===== src/rtl/ttt_game_sequencer_if.sv =====
// Move-offer handshake plus board-memory port of the game sequencer.
// master = sequencer side, slave = front end / board memory side.
interface ttt_game_sequencer_if #(
  parameter int ADDR_W = 4,
  parameter int CELL_W = 2
);
  logic              move_valid;
  logic [ADDR_W-1:0] move_addr;
  logic              move_ready;
  logic              move_ack;
  logic              move_nack;
  logic [ADDR_W-1:0] mem_rd_addr;
  logic [CELL_W-1:0] mem_rd_data;
  logic              mem_wr_en;
  logic [ADDR_W-1:0] mem_wr_addr;
  logic [CELL_W-1:0] mem_wr_data;

  modport master (
    input  move_valid, move_addr, mem_rd_data,
    output move_ready, move_ack, move_nack,
    output mem_rd_addr, mem_wr_en, mem_wr_addr, mem_wr_data
  );

  modport slave (
    output move_valid, move_addr, mem_rd_data,
    input  move_ready, move_ack, move_nack,
    input  mem_rd_addr, mem_wr_en, mem_wr_addr, mem_wr_data
  );
endinterface


===== src/rtl/ttt_game_sequencer.sv =====
// N-player tic-tac-toe sequencer: clear board, accept/validate/commit moves, rotate turns, declare win/draw.
// Latency: ack 2 cycles after accept, next move_ready 4 cycles after accept; CLEAR takes CELLS cycles.
// Backpressure: move_ready only in WAIT_MOVE; MOVE_TIMEOUT_EN adds a per-turn pass after TIMEOUT_CYCLES idle cycles.
module ttt_game_sequencer #(
  parameter int BOARD_DIM      = 3,
  parameter int NUM_PLAYERS    = 2,
  parameter int ADDR_W         = $clog2(BOARD_DIM*BOARD_DIM),
  parameter int PID_W          = (NUM_PLAYERS > 2) ? $clog2(NUM_PLAYERS) : 1,
  parameter int CELL_W         = $clog2(NUM_PLAYERS+1),
  parameter int TIMEOUT_CYCLES = 1024
) (
  input  logic                 ph1,
  input  logic                 reset_n,
  input  logic                 start,
  input  logic [PID_W-1:0]     first_player,
  ttt_game_sequencer_if.master bus,
  output logic [PID_W-1:0]     cur_player,
  input  logic                 win_flag,
  output logic [ADDR_W:0]      move_count,
  output logic                 game_over,
  output logic                 draw,
  output logic [PID_W-1:0]     winner,
  output logic                 timeout_pulse
);
  localparam int CELLS = BOARD_DIM*BOARD_DIM;
  localparam logic [ADDR_W:0]   CELLS_W   = (ADDR_W+1)'(CELLS);
  localparam logic [ADDR_W-1:0] LAST_CELL = ADDR_W'(CELLS-1);
  localparam logic [PID_W-1:0]  LAST_PID  = PID_W'(NUM_PLAYERS-1);
  localparam logic [PID_W:0]    NP_W      = (PID_W+1)'(NUM_PLAYERS);

  if (NUM_PLAYERS < 2 || NUM_PLAYERS > 7) begin : g_bad_players
    $error("NUM_PLAYERS must be in 2..7");
  end
  if (TIMEOUT_CYCLES < 1) begin : g_bad_timeout
    $error("TIMEOUT_CYCLES must be positive");
  end

  typedef enum logic [2:0] {IDLE, CLEAR, WAIT_MOVE, CHECK, COMMIT, EVAL, DONE} state_t;

  state_t            state_q, state_d;
  logic [ADDR_W-1:0] clr_cnt_q, clr_cnt_d;
  logic [ADDR_W-1:0] addr_q, addr_d;
  logic [PID_W-1:0]  cur_player_q, cur_player_d;
  logic [PID_W-1:0]  winner_q, winner_d;
  logic [ADDR_W:0]   move_count_q, move_count_d;
  logic              game_over_q, game_over_d;
  logic              draw_q, draw_d;

  logic              restart;
  logic              bad_move;
  logic [PID_W-1:0]  next_player;
  logic [PID_W-1:0]  start_player;
  logic [PID_W:0]    pid_plus1;

`ifdef MOVE_TIMEOUT_EN
  localparam int TO_W = $clog2(TIMEOUT_CYCLES+1);
  localparam logic [TO_W-1:0] TO_LAST = TO_W'(TIMEOUT_CYCLES-1);
  logic [TO_W-1:0] to_cnt_q, to_cnt_d;
  logic            to_pulse;
`endif

  // CLEAR must finish wiping the board, so start is only honoured outside it.
  assign restart      = start && (state_q != CLEAR);
  assign next_player  = (cur_player_q == LAST_PID) ? '0 : cur_player_q + 1'b1;
  assign start_player = ({1'b0, first_player} >= NP_W) ? '0 : first_player;
  assign pid_plus1    = {1'b0, cur_player_q} + 1'b1;
  assign bad_move     = ({1'b0, addr_q} >= CELLS_W) || (bus.mem_rd_data != '0);

  // Synchronous-read memory: present the offered address while waiting so data lands in CHECK.
  assign bus.mem_rd_addr = (state_q == WAIT_MOVE) ? bus.move_addr : addr_q;
  assign bus.move_ready  = (state_q == WAIT_MOVE);

  always_comb begin
    state_d         = state_q;
    clr_cnt_d       = clr_cnt_q;
    addr_d          = addr_q;
    cur_player_d    = cur_player_q;
    winner_d        = winner_q;
    move_count_d    = move_count_q;
    game_over_d     = game_over_q;
    draw_d          = draw_q;
    bus.move_ack    = 1'b0;
    bus.move_nack   = 1'b0;
    bus.mem_wr_en   = 1'b0;
    bus.mem_wr_addr = '0;
    bus.mem_wr_data = '0;
`ifdef MOVE_TIMEOUT_EN
    to_cnt_d        = '0;
    to_pulse        = 1'b0;
`endif

    unique case (state_q)
      IDLE: ;
      CLEAR: begin
        bus.mem_wr_en   = 1'b1;
        bus.mem_wr_addr = clr_cnt_q;
        clr_cnt_d       = clr_cnt_q + 1'b1;
        if (clr_cnt_q == LAST_CELL) begin
          clr_cnt_d = '0;
          state_d   = WAIT_MOVE;
        end
      end
      WAIT_MOVE: begin
        if (bus.move_valid) begin
          addr_d  = bus.move_addr;
          state_d = CHECK;
        end
`ifdef MOVE_TIMEOUT_EN
        else if (to_cnt_q == TO_LAST) begin
          to_pulse     = 1'b1;
          cur_player_d = next_player;
        end else begin
          to_cnt_d = to_cnt_q + 1'b1;
        end
`endif
      end
      CHECK: begin
        if (bad_move) begin
          bus.move_nack = 1'b1;
          state_d       = WAIT_MOVE;
        end else begin
          state_d = COMMIT;
        end
      end
      COMMIT: begin
        bus.mem_wr_en   = 1'b1;
        bus.mem_wr_addr = addr_q;
        bus.mem_wr_data = CELL_W'(pid_plus1);
        bus.move_ack    = 1'b1;
        move_count_d    = move_count_q + 1'b1;
        state_d         = EVAL;
      end
      EVAL: begin
        if (win_flag) begin
          game_over_d = 1'b1;
          winner_d    = cur_player_q;
          state_d     = DONE;
        end else if (move_count_q == CELLS_W) begin
          game_over_d = 1'b1;
          draw_d      = 1'b1;
          state_d     = DONE;
        end else begin
          cur_player_d = next_player;
          state_d      = WAIT_MOVE;
        end
      end
      DONE: ;
      default: state_d = IDLE;
    endcase

    // Abort overrides whatever the current state was about to do, including a pending commit.
    if (restart) begin
      state_d         = CLEAR;
      clr_cnt_d       = '0;
      cur_player_d    = start_player;
      winner_d        = '0;
      move_count_d    = '0;
      game_over_d     = 1'b0;
      draw_d          = 1'b0;
      bus.move_ack    = 1'b0;
      bus.move_nack   = 1'b0;
      bus.mem_wr_en   = 1'b0;
      bus.mem_wr_addr = '0;
      bus.mem_wr_data = '0;
`ifdef MOVE_TIMEOUT_EN
      to_cnt_d        = '0;
      to_pulse        = 1'b0;
`endif
    end
  end

  always_ff @(posedge ph1 or negedge reset_n) begin
    if (!reset_n) begin
      state_q      <= IDLE;
      clr_cnt_q    <= '0;
      addr_q       <= '0;
      cur_player_q <= '0;
      winner_q     <= '0;
      move_count_q <= '0;
      game_over_q  <= 1'b0;
      draw_q       <= 1'b0;
    end else begin
      state_q      <= state_d;
      clr_cnt_q    <= clr_cnt_d;
      addr_q       <= addr_d;
      cur_player_q <= cur_player_d;
      winner_q     <= winner_d;
      move_count_q <= move_count_d;
      game_over_q  <= game_over_d;
      draw_q       <= draw_d;
    end
  end

`ifdef MOVE_TIMEOUT_EN
  always_ff @(posedge ph1 or negedge reset_n) begin
    if (!reset_n) to_cnt_q <= '0;
    else          to_cnt_q <= to_cnt_d;
  end
  assign timeout_pulse = to_pulse;
`else
  assign timeout_pulse = 1'b0;
`endif

  assign cur_player = cur_player_q;
  assign winner     = winner_q;
  assign move_count = move_count_q;
  assign game_over  = game_over_q;
  assign draw       = draw_q;
endmodule


===== src/flat_wrapper.sv =====
// flat-port wrapper written by rule: the top's interface ports become plain ports
module ttt_game_sequencer_flat 
#(
  parameter int BOARD_DIM      = 3,
  parameter int NUM_PLAYERS    = 2,
  parameter int ADDR_W         = $clog2(BOARD_DIM*BOARD_DIM),
  parameter int PID_W          = (NUM_PLAYERS > 2) ? $clog2(NUM_PLAYERS) : 1,
  parameter int CELL_W         = $clog2(NUM_PLAYERS+1),
  parameter int TIMEOUT_CYCLES = 1024
)
  (ph1, reset_n, start, first_player, cur_player, win_flag, move_count, game_over, draw, winner, timeout_pulse, bus_move_valid, bus_move_addr, bus_mem_rd_data, bus_move_ready, bus_move_ack, bus_move_nack, bus_mem_rd_addr, bus_mem_wr_en, bus_mem_wr_addr, bus_mem_wr_data);
  ttt_game_sequencer_if #(.ADDR_W(ADDR_W), .CELL_W(CELL_W)) bus_i ();
  input  logic ph1;
  input  logic reset_n;
  input  logic start;
  input  logic [PID_W-1:0] first_player;
  output logic [PID_W-1:0] cur_player;
  input  logic win_flag;
  output logic [ADDR_W:0] move_count;
  output logic game_over;
  output logic draw;
  output logic [PID_W-1:0] winner;
  output logic timeout_pulse;
  input wire logic [$bits(bus_i.move_valid)-1:0] bus_move_valid;
  input wire logic [$bits(bus_i.move_addr)-1:0] bus_move_addr;
  input wire logic [$bits(bus_i.mem_rd_data)-1:0] bus_mem_rd_data;
  output wire logic [$bits(bus_i.move_ready)-1:0] bus_move_ready;
  output wire logic [$bits(bus_i.move_ack)-1:0] bus_move_ack;
  output wire logic [$bits(bus_i.move_nack)-1:0] bus_move_nack;
  output wire logic [$bits(bus_i.mem_rd_addr)-1:0] bus_mem_rd_addr;
  output wire logic [$bits(bus_i.mem_wr_en)-1:0] bus_mem_wr_en;
  output wire logic [$bits(bus_i.mem_wr_addr)-1:0] bus_mem_wr_addr;
  output wire logic [$bits(bus_i.mem_wr_data)-1:0] bus_mem_wr_data;
  assign bus_i.move_valid = bus_move_valid;
  assign bus_i.move_addr = bus_move_addr;
  assign bus_i.mem_rd_data = bus_mem_rd_data;
  assign bus_move_ready = bus_i.move_ready;
  assign bus_move_ack = bus_i.move_ack;
  assign bus_move_nack = bus_i.move_nack;
  assign bus_mem_rd_addr = bus_i.mem_rd_addr;
  assign bus_mem_wr_en = bus_i.mem_wr_en;
  assign bus_mem_wr_addr = bus_i.mem_wr_addr;
  assign bus_mem_wr_data = bus_i.mem_wr_data;
  ttt_game_sequencer #(.BOARD_DIM(BOARD_DIM), .NUM_PLAYERS(NUM_PLAYERS), .ADDR_W(ADDR_W), .PID_W(PID_W), .CELL_W(CELL_W), .TIMEOUT_CYCLES(TIMEOUT_CYCLES)) u_core (.ph1(ph1), .reset_n(reset_n), .start(start), .first_player(first_player), .bus(bus_i), .cur_player(cur_player), .win_flag(win_flag), .move_count(move_count), .game_over(game_over), .draw(draw), .winner(winner), .timeout_pulse(timeout_pulse));
endmodule

===== config.mk =====
export PLATFORM = sky130hd
export DESIGN_NAME = ttt_game_sequencer_flat
export DESIGN_NICKNAME = d
export VERILOG_FILES = /design/src/rtl/ttt_game_sequencer_if.sv /design/src/rtl/ttt_game_sequencer.sv /design/src/flat_wrapper.sv
export SDC_FILE = /design/constraint.sdc
export NUM_CORES = 1
export LEC_CHECK = 0
export BUFFER_PORTS_ARGS = -buffer_cell sky130_fd_sc_hd__buf_2
export CORE_MARGIN = 2
export CORE_UTILIZATION = 51
export DETAILED_ROUTE_END_ITERATION = 8
export GPL_TIMING_DRIVEN = 0
export PLACE_DENSITY = 0.84
export RECOVER_POWER = 100
export SETUP_SLACK_MARGIN = 0.2
export SYNTH_ARGS = -nofsm -noshare
export SYNTH_HDL_FRONTEND = slang
export SYNTH_SLANG_ARGS = --single-unit

===== constraint.sdc =====
create_clock -name ph1 -period 1.8 [get_ports ph1]
set_input_delay 0 -clock ph1 [delete_from_list [all_inputs] [get_ports ph1]]
set_output_delay 0 -clock ph1 [all_outputs]
set_load 0.05 [all_outputs]

==> metrics.csv, run 1 <==
stage;metric;value;unit
global_routing;GRT met3 Usage;6.50;%
global_routing;gr usage total;27.9;%
finish;Fillers;132;
finish;final core occ;82.5;%
yosys;top cell type's share of synthesized area;40.4;%
finish;commonest cells after routing, fill and taps aside;18 x dfrtp_1, 15 x buf_4, 12 x clkbuf_1;
clocking;htree depth;1;
clocking;CTS tree;built;
global_routing;Most Crowded Layer GR;met2;
finish;Final Non-Filler Cells;218;
critical_path;internal reg-to-reg setup slack;0.11;ns
yosys;Post-Syn Area;1240;um2
yosys;Area contributors post-synth;dfrtp_1 40%, mux2_1 7.3%, ha_1 4.0%;
floorplan;row count;17;
clocking;CTS root buffer;clkbuf_4;
global_routing;antenna violations before repair;0;
drt;WL/cell;20.5;um
floorplan;die area;2840;um2
finish;layout cells sized above 1;39.5;%
finish;Nets;207;
global_routing;vias in the first global route;1264;
floorplan;total core area;2250;um2
clocking;clock buffer depth;2;
global_routing;gr ovfl total;0;
finish;Multi-input gate area;805;um2
sta;Tightest Pin Transition;1.16;ns
finish;most common cell after layout, fill and taps aside;dfrtp_1;
drt;vias;1417;
sta;crit path time final;1.70;ns
clocking;clk_lat worst skew;0.31;ns
yosys;Synth cell types;43;
global_routing;largest net degree at the start of global routing;21;
drt;# DRC;0;
global_routing;M2 GR Usage;45.3;%
drt;1st-iter DRT viols;91;
critical_path;worst r2r path cells;6;
clocking;CTS buffer count;3;
hold_path;worst hold stages;4;
global_routing;met1 usage;33.9;%
status;status;completed;
placed_design;I/O Buffers;34;
floorplan;Die Height;53.3;um
sta;final setup violation count;0;
sta;worst rel slew slack;22.8;%
yosys;Mapped Avg Cell Area;9.54;um2
placed_design;Inst Count DP;192;
drt;Routed Antenna Nets;0;
yosys;syn nets;146;
finish;number of diodes;0;
sta;Final Hold Vio Count;0;
power_and_ir_drop;pwr dens;1560;nW/um2
yosys;YS warnings;0;
power_and_ir_drop;P_leak;0.000842;uW
critical_path;Worst Path Arrival;1.70;ns
floorplan;Initial Utilization;55.0;%
sta;Final Skew;0.00553;ns
sta;unrepaired setup endpoints after global routing;yes;
drt;number of vias per cell;6.50;
drt;final WL;4460;um
clocking;Reg clk slew, reported paths;0.12;ns
placed_design;DP HPWL;2220;um
critical_path;Worst Setup Start Kind;register;
sta;Max Clock Freq;0.587;GHz
job;MaxCap Viol Count;0;
yosys;async set-reset flop share out of synthesis;100;%
sta;final slew viol count;0;
clocking;CTS Sinks;20;
floorplan;io pins;36;
yosys;Synth Flop Type;dfrtp_1;
yosys;Seq/Total Area, Yosys;40.4;%
finish;Reg area;503;um2
finish;area delta synth->final;50.1;%
critical_path;worst-path fanout max;6;
placed_design;cell area after placement;1470;um2
floorplan;die boundary width;53.3;um
sta;Tcrit/Tclk final;94.6;%
placed_design;gp weighted congestion;0.802;
critical_path;crit path kind;reg2out;
yosys;cells after synthesis;130;
yosys;number of synthesized flops with an enable pin;0;
sta;Final TNS setup;0;ns
power_and_ir_drop;worst vdd ir;1.73;mV
finish;fin area;1860;um2
yosys;top cell type by total area after synthesis;dfrtp_1;
global_routing;first-pass GRT wire length;5760;um
drt;drt first pass iters;5;
critical_path;Worst setup EP type;output pin;
yosys;Yosys reg bits;20;
critical_path;Req. time, crit path;1.80;ns
hold_path;worst min-delay path class;in2reg;
-- per-stage QoR --
| stage | hold slack, ns | setup slack, ns | power (uW) |
|---|---|---|---|
| global placement | -0.0338 | 0.190 | 1880 |
| detailed placement | -0.0212 | 0.146 | 1930 |
| CTS | 0.0670 | 0.186 | 2570 |
| floorplan | -0.296 | 0.124 | 1650 |
| finish | 0.0645 | 0.0969 | 2910 |
| global route | 0.0990 | 0.0444 | 3000 |
-- cell type report --
| class | instances | share of cell area, % |
|---|---|---|
| buffer | 6 | 2.49 |
| clock buffer | 4 | 1.95 |
| inverter | 8 | 1.88 |
| multi-input combinational | 96 | 43.2 |
| sequential | 20 | 27.0 |
| tap | 28 | 1.88 |
| timing repair buffer | 56 | 21.5 |
-- timing repair --
action                                  4_1_cts  5_1_grt
hold buffers                                  5        0
gates cloned                                  0        1
gates resized for setup                      38       29
hold endpoints to repair                     24        0
endpoints found under the setup margin       13       18
buffers inserted                              9        7
pin swaps                                     2        4
-- layer usage --
layer | vias up | share of wire (%)
li1 | 592 | -
met1 | 684 | 39
met2 | 108 | 46
met3 | 33 | 9.7
met4 | 0 | 5.3
met5 | - | 0
-- state kept, by name, indices dropped and copies added, names as in the netlist --
name	flops
u_core.move_count	5
u_core.addr_q	4
u_core.clr_cnt_q	4
u_core.state_q	3
u_core.cur_player	1
u_core.draw	1
u_core.game_over	1
u_core.winner	1
-- power breakdown --
part	internal (uW)	leakage, uW	switching (uW)	total, uW
sequential	558	0.000258	151	708
clock	124	0.0000210	159	283
combinational	793	0.000562	1130	1920
total	1470	0.000842	1440	2910
-- critical path: stages (launching register included) --
cell and delay (ns):
dfrtp_1 0.43, buf_6 0.16, nor3b_4 0.27, nand2b_4 0.13, inv_6 0.10, a22o_2 0.15, buf_6 0.15
-- cells in the mapped netlist (2+ instances only) --
cell / count
clkbuf_1: 2
xor2_1: 3
a21oi_1: 2
mux2_1: 8
nor3b_1: 3
nand2b_1: 5
nand4_1: 3
a22o_1: 4
nor3_1: 5
o21ai_1: 8
nor2_1: 6
o31ai_1: 4
xnor2_1: 2
ha_1: 4
nor2b_1: 4
nand2_1: 11
o21ai_0: 2
buf_2: 3
dfrtp_1: 20
inv_1: 7
nor3b_2: 2
-- path summary, 6_finish.rpt --
kind                                    from                   end
min in group asynchronous            reset_n   u_core.clr_cnt_q[3]
hold / removal                      win_flag         u_core.winner
hold reg to reg             u_core.game_over      u_core.game_over
setup / recovery           u_core.state_q[1]    bus_mem_wr_addr[0]
max in group asynchronous            reset_n  u_core.move_count[1]
setup reg to reg           u_core.state_q[0]      u_core.addr_q[1]
-- kinds of logic (layout without fill, tap and decap cells) --
kind of cell             count (synthesis)  count (layout)  synth area share (%)
AND/OR/NAND/NOR                         48              48                  22.6
XOR/XNOR                                 5               5                  3.53
adder cells (fa/ha/maj)                  4               4                  4.04
multiplexers                             8               8                  7.27
AO/OA/AOI/OAI                           30              30                  17.1
other                                    1               1                 0.302
flip-flops                              20              20                  40.4
buffers and inverters                   14              74                  4.84
(Power assumes the default switching activity.)
==> run 2: changes to the inputs <==
--- a/config.mk
+++ b/config.mk
@@ -5,6 +5,7 @@
 export SDC_FILE = /design/constraint.sdc
 export NUM_CORES = 1
 export LEC_CHECK = 0
+export ABC_AREA = 1
 export BUFFER_PORTS_ARGS = -buffer_cell sky130_fd_sc_hd__buf_2
 export CORE_MARGIN = 2
 export CORE_UTILIZATION = 51
==> run 2 against run 1 <==
  * First-iteration DRC count decreased by 26%
  * Critical path type unchanged
  * Sequential share of layout area rose by 2.1 points
  * Non-clock buffer count fell by 7
  * Core utilization decreased by 6.3 points
  * Fmax rose by 3.1%
  * Largest cell class unchanged
==> metrics.csv, run 2 <==
stage;metric;value;unit;change
floorplan;die boundary width;53.5;um;+0.28%
clocking;CTS tree;built;;
yosys;Post-synth top cells;40 x nand2_1, 21 x inv_1, 20 x dfrtp_1;;
global_routing;antenna violations before repair;0;;unchanged
critical_path;Req. time, crit path;1.80;ns;about the same
finish;Reg area;500;um2;-0.50%
finish;max reg flops;5;;unchanged
drt;WL/cell;14.0;um;-32%
sta;unrepaired setup endpoints after global routing;yes;;
sta;Final TNS setup;0;ns;unchanged
drt;drt first pass iters;5;;unchanged
power_and_ir_drop;P_leak;0.000915;uW;+8.8%
critical_path;Critical Path Max Stage Delay;0.40;ns;-0.03 ns
clocking;clk_lat worst skew;0.32;ns;about the same
yosys;Area contributors post-synth;dfrtp_1 40%, nand2_1 12%, o21ai_1 6.4%;;
hold_path;worst min-delay path class;in2reg;;
yosys;Mapped Avg Cell Area;7.34;um2;-23%
finish;Multi-input gate area;611;um2;-24%
yosys;Synth Flop Type;dfrtp_1;;
sta;crit path time final;1.65;ns;-0.0506 ns
global_routing;first-pass GRT wire length;5190;um;-9.9%
yosys;syn nets;186;;+27%
placed_design;Inst Count DP;232;;+21%
critical_path;Worst setup EP type;output pin;;
sta;Tightest Pin Transition;1.12;ns;-0.0414 ns
clocking;htree depth;1;;unchanged
job;MaxCap Viol Count;0;;unchanged
critical_path;CP top delay family;buffers and inverters;;
yosys;Yosys reg bits;20;;unchanged
floorplan;Initial Utilization;55.3;%;+0.33 points
drt;final WL;3560;um;-20%
floorplan;Die Height;53.5;um;+0.28%
finish;commonest cells after routing, fill and taps aside;40 x nand2_1, 22 x inv_1, 20 x dfrtp_1;;
drt;vias;1348;;-4.9%
sta;Final Skew;0.00571;ns;+0.000183 ns
yosys;most frequent cell after synthesis;nand2_1;;
finish;number of diodes;0;;unchanged
sta;Max Clock Freq;0.605;GHz;+3.1%
sta;Tcrit/Tclk final;91.8;%;-2.8 points
power_and_ir_drop;Tot Pwr;2980;uW;+2.5%
critical_path;crit path kind;reg2out;;
placed_design;gp weighted congestion;0.903;;+13%
global_routing;gr usage total;25.6;%;-2.3 points
clocking;Reg clk slew, reported paths;0.12;ns;about the same
finish;Nets;243;;+17%
critical_path;Worst Path Arrival;1.65;ns;-0.05 ns
drt;# DRC;0;;unchanged
finish;final core occ;76.2;%;-6.3 points
clocking;CTS root buffer;clkbuf_4;;
drt;Routed Antenna Nets;0;;unchanged
power_and_ir_drop;pwr dens;1740;nW/um2;+11%
sta;worst rel slew slack;25.6;%;+2.8 points
finish;Fillers;162;;+23%
sta;WHS;0.0118;ns;-0.0527 ns
drt;number of vias per cell;5.31;;-18%
yosys;Seq/Total Area, Yosys;40.1;%;-0.24 points
sta;final setup violation count;0;;unchanged
yosys;Synth cell types;25;;-42%
sta;final slew viol count;0;;unchanged
yosys;async set-reset flop share out of synthesis;100;%;unchanged
sta;Final Hold Vio Count;0;;unchanged
global_routing;vias in the first global route;1167;;-7.7%
yosys;number of synthesized flops with an enable pin;0;;unchanged
floorplan;die area;2860;um2;+0.56%
yosys;Post-Syn Area;1250;um2;+0.61%
yosys;YS warnings;0;;unchanged
clocking;CTS buffer count;3;;unchanged
yosys;top cell type's share of synthesized area;40.1;%;-0.24 points
finish;most common cell after layout, fill and taps aside;nand2_1;;
clocking;CTS Sinks;20;;unchanged
critical_path;worst-path fanout max;4;;-2
global_routing;largest net degree at the start of global routing;21;;unchanged
finish;area delta synth->final;37.7;%;
critical_path;worst path bufs/invs;4;;+1
floorplan;total core area;2250;um2;unchanged
placed_design;I/O Buffers;34;;unchanged
placed_design;DP HPWL;2100;um;-5.1%
finish;layout cells sized above 1;28.8;%;-11 points
drt;1st-iter DRT viols;67;;-26%
floorplan;row count;17;;unchanged
finish;Final Non-Filler Cells;254;;+17%
critical_path;CP cell instances;inv_1 -> nand3_4 -> buf_4 -> buf_4 -> o21ai_2 -> buf_6;;
power_and_ir_drop;worst vdd ir;1.22;mV;-29%
critical_path;Worst Setup Start Kind;register;;
yosys;top cell type by total area after synthesis;dfrtp_1;;
yosys;cells after synthesis;170;;+31%
floorplan;io pins;36;;unchanged
clocking;clock buffer depth;2;;unchanged
critical_path;most frequent CP cell;buf_4;;
critical_path;slowest stage cell, crit path;dfrtp_1;;
status;status;completed;;
global_routing;gr ovfl total;0;;unchanged
==> run 2: worst reg2reg max path, stage by stage (launching register included) <==
cell	delay, ns
dfrtp_1	0.40
inv_1	0.18
nand3_4	0.13
buf_4	0.17
buf_4	0.13
nor2_1	0.19
clkinv_1	0.15
o22ai_1	0.17
==> run 2: final cells by class <==
class,instances,share of cell area (%)
Clock buffer,3,1.31
Buffer,3,1.97
Sequential cell,20,29.1
Tap cell,28,2.04
Multi-Input combinational cell,115,35.5
Clock inverter,1,1.75
Inverter,32,7.28
Timing Repair Buffer,52,21.0
==> run 2: what timing repair did <==
| item | 4_1_cts | 5_1_grt |
|---|---|---|
| endpoints found under the setup margin | 8 | 13 |
| gates resized for setup | 15 | 22 |
| hold buffers | 6 | 0 |
| hold endpoints to repair | 25 | 0 |
| cloned | 0 | 0 |
| setup buffers | 3 | 9 |
| pin swaps | 0 | 1 |
==> run 2: stage by stage <==
stage,setup WS (ns),instance area [um2]
2_1_floorplan,0.290,1250
3_3_place_gp,0.430,1450
3_5_place_dp,0.412,1450
4_1_cts,0.183,1640
5_1_grt,0.0653,1720
6_report,0.147,1720
==> run 2: report_power, final <==
group	switching, uW	internal, uW
registers	141	577
logic	1250	640
clock network	154	225
total	1540	1440
==> run 2: path summary, 6_finish.rpt <==
| path | startpoint | to | slack [ns] | cells past startpoint |
|---|---|---|---|---|
| hold / removal | win_flag | u_core.draw | 0.01 | 4 |
| setup reg to reg | u_core.state_q[1] | u_core.clr_cnt_q[3] | 0.22 | 7 |
| setup / recovery | u_core.state_q[1] | bus_mem_wr_addr[0] | 0.15 | 6 |
| min in group asynchronous | reset_n | u_core.addr_q[0] | 0.40 | 2 |
| hold reg to reg | u_core.draw | u_core.draw | 0.52 | 2 |
| max in group asynchronous | reset_n | u_core.draw | 0.74 | 2 |
==> run 2: logic make-up after synthesis <==
logic type               count (synthesis)  share of synthesized area [%]
AND/OR/NAND/NOR                         80                           29.9
buffers and inverters                   35                           12.0
AO/OA/AOI/OAI                           28                           12.2
flip-flops                              20                           40.1
adder cells (fa/ha/maj)                  4                           4.01
XOR/XNOR                                 2                           1.40
other                                    1                          0.301
==> run 2: routing by layer <==
layer,vias to the layer above,track usage (%),wire (um)
li1,642,-,-
met5,-,0,0
met1,633,31.3,1450
met3,4,3.11,240
met2,69,43.2,1810
met4,0,13.7,56
==> run 3: changes to the inputs <==
--- a/config.mk
+++ b/config.mk
@@ -7,7 +7,6 @@
 export LEC_CHECK = 0
 export ABC_AREA = 1
 export BUFFER_PORTS_ARGS = -buffer_cell sky130_fd_sc_hd__buf_2
-export CORE_MARGIN = 2
 export CORE_UTILIZATION = 51
 export DETAILED_ROUTE_END_ITERATION = 8
 export GPL_TIMING_DRIVEN = 0
==> run 3 against run 2 <==
  * Non-clock buffer count is 1 lower
  * First-iteration DRC count is 34% lower
  * Design area is 3.3% lower
  * Highest routed layer unchanged
  * Largest cell class unchanged
  * Clock-buffer cell count is 1 higher
  * Combinational power is 6% lower
  * Critical path depth is 1 higher
  * Register-to-register slack better by 0.03 ns
  * Power is 7.9% lower
  * Cell count is 0.39% lower
  * Global-route usage is 1.1 points higher
  * Clock power is 30% lower
==> metrics.csv, run 3 (synthesis gave the netlist of run 2 again) <==
stage;metric;value;unit;change
finish;commonest cells after routing, fill and taps aside;40 x nand2_1, 23 x inv_1, 20 x dfrtp_1;;
clocking;clock buffer depth;2;;unchanged
global_routing;first-pass GRT wire length;5190;um;unchanged
hold_path;worst min-delay path class;in2reg;;
drt;Routed Antenna Nets;0;;unchanged
clocking;Reg clk slew, reported paths;0.12;ns;about the same
sta;final setup violation count;0;;unchanged
critical_path;Worst setup EP type;output pin;;
global_routing;antenna violations before repair;0;;unchanged
drt;final WL;3500;um;-1.7%
placed_design;I/O Buffers;34;;unchanged
sta;Final Skew;0.00449;ns;-0.00122 ns
clocking;CTS root buffer;clkbuf_4;;
clocking;htree depth;1;;unchanged
finish;most common cell after layout, fill and taps aside;nand2_1;;
placed_design;gp weighted congestion;0.900;;-0.37%
finish;number of diodes;0;;unchanged
floorplan;Die Height;51.5;um;-3.7%
critical_path;Worst Setup Start Kind;register;;
status;status;completed;;
placed_design;DP HPWL;2150;um;+2.0%
critical_path;crit path kind;reg2out;;
floorplan;die boundary width;51.5;um;-3.7%
clocking;clk_lat worst skew;0.30;ns;-0.02 ns
drt;met2 routed WL;1840;um;+1.8%
finish;fin area;1660;um2;-3.3%
drt;drt first pass iters;4;;-1
floorplan;die area;2650;um2;-7.3%
floorplan;Initial Utilization;55.3;%;unchanged
global_routing;gr usage total;26.6;%;+1.1 points
floorplan;io pins;36;;unchanged
clocking;CTS tree;built;;
sta;crit path time final;1.63;ns;-0.0177 ns
placed_design;cell area after placement;1450;um2;unchanged
finish;layout cells sized above 1;27.1;%;-1.6 points
drt;# DRC;0;;unchanged
sta;Tightest Pin Transition;1.13;ns;+0.00920 ns
global_routing;largest net degree at the start of global routing;21;;unchanged
drt;met1 wire length;1370;um;-5.5%
clocking;CTS buffer count;3;;unchanged
sta;Max Clock Freq;0.612;GHz;+1.1%
drt;met3 WL post-DR;215;um;-10%
sta;unrepaired setup endpoints after global routing;yes;;
power_and_ir_drop;worst vdd ir;1.29;mV;+5.4%
sta;Final TNS setup;0;ns;unchanged
floorplan;row count;17;;unchanged
drt;1st-iter DRT viols;44;;-34%
drt;WL/cell;13.8;um;-1.3%
power_and_ir_drop;pwr dens;1650;nW/um2;-4.8%
drt;DR top layer;met4;;
finish;area delta synth->final;33.2;%;
drt;vias;1324;;-1.8%
critical_path;Req. time, crit path;1.80;ns;about the same
power_and_ir_drop;P_leak;0.000898;uW;-1.9%
critical_path;worst-path fanout max;7;;+3
critical_path;Worst Path Arrival;1.63;ns;-0.02 ns
sta;Final Hold Vio Count;0;;unchanged
sta;Tcrit/Tclk final;90.8;%;-0.99 points
sta;worst rel slew slack;25.0;%;-0.61 points
finish;Nets;242;;-0.41%
job;MaxCap Viol Count;0;;unchanged
drt;number of vias per cell;5.23;;-1.4%
finish;max reg flops;5;;unchanged
clocking;CTS Sinks;20;;unchanged
floorplan;total core area;2250;um2;unchanged
global_routing;gr ovfl total;0;;unchanged
global_routing;vias in the first global route;1206;;+3.3%
sta;final slew viol count;0;;unchanged
run 3: worst max-delay path, cell delays in order, from the launching register on:
cell     delay, ns
dfrtp_1       0.42
inv_1         0.19
nand3_4       0.12
nand2_4       0.09
buf_8         0.12
nand3_1       0.09
o21ai_1       0.09
buf_4         0.21
run 3: metal layers:
metal / vias up / global-route usage (%)
met5: - / 0
met4: 0 / 15.8
met3: 6 / 3.57
met2: 64 / 45.9
met1: 615 / 31.1
li1: 639 / -
run 3: final timing paths:
check,end,cells after the start,slack (ns),startpoint
max in group asynchronous,u_core.state_q[1],2,0.71,reset_n
max,bus_mem_wr_addr[2],7,0.17,u_core.state_q[1]
min reg2reg,u_core.draw,2,0.52,u_core.draw
min in group asynchronous,u_core.clr_cnt_q[2],2,0.42,reset_n
min,u_core.draw,4,0.07,win_flag
max reg2reg,u_core.cur_player,6,0.25,u_core.state_q[1]
run 3: timing repair:
item | 4_1_cts | 5_1_grt
hold buffers | 6 | 0
setup endpoints to repair | 9 | 12
resized for setup | 11 | 21
cloned | 0 | 1
buffers inserted | 6 | 4
endpoints found under the hold margin | 25 | 0
run 3: through the flow:
stage / power [uW] / hold WS [ns] / util [%] / std cells / worst slack (ns)
floorplan: 1910 / -0.296 / - / 170 / 0.290
global placement: 2190 / -0.0285 / 64.4 / 232 / 0.417
detailed placement: 2240 / -0.0196 / 64.4 / 232 / 0.398
CTS: 2640 / 0.0158 / 72.0 / 248 / 0.203
global route: 2920 / 0.112 / 73.7 / 253 / 0.0938
finish: 2750 / 0.0732 / 73.7 / 253 / 0.165
run 3: final cells by class:
class                           count  area (um2)
Sequential cell                    20         500
Inverter                           32         123
Timing Repair Buffer               51         329
Clock buffer                        4        36.3
Multi-Input combinational cell    115         604
Buffer                              3        33.8
Tap cell                           28        35.0
Fill cell                         178         593
run 3: power breakdown:
part | switching (uW) | internal [uW] | leakage, uW
logic | 1230 | 543 | 0.000611
clock network | 142 | 123 | 0.0000210
registers | 135 | 577 | 0.000265
total | 1510 | 1240 | 0.000898
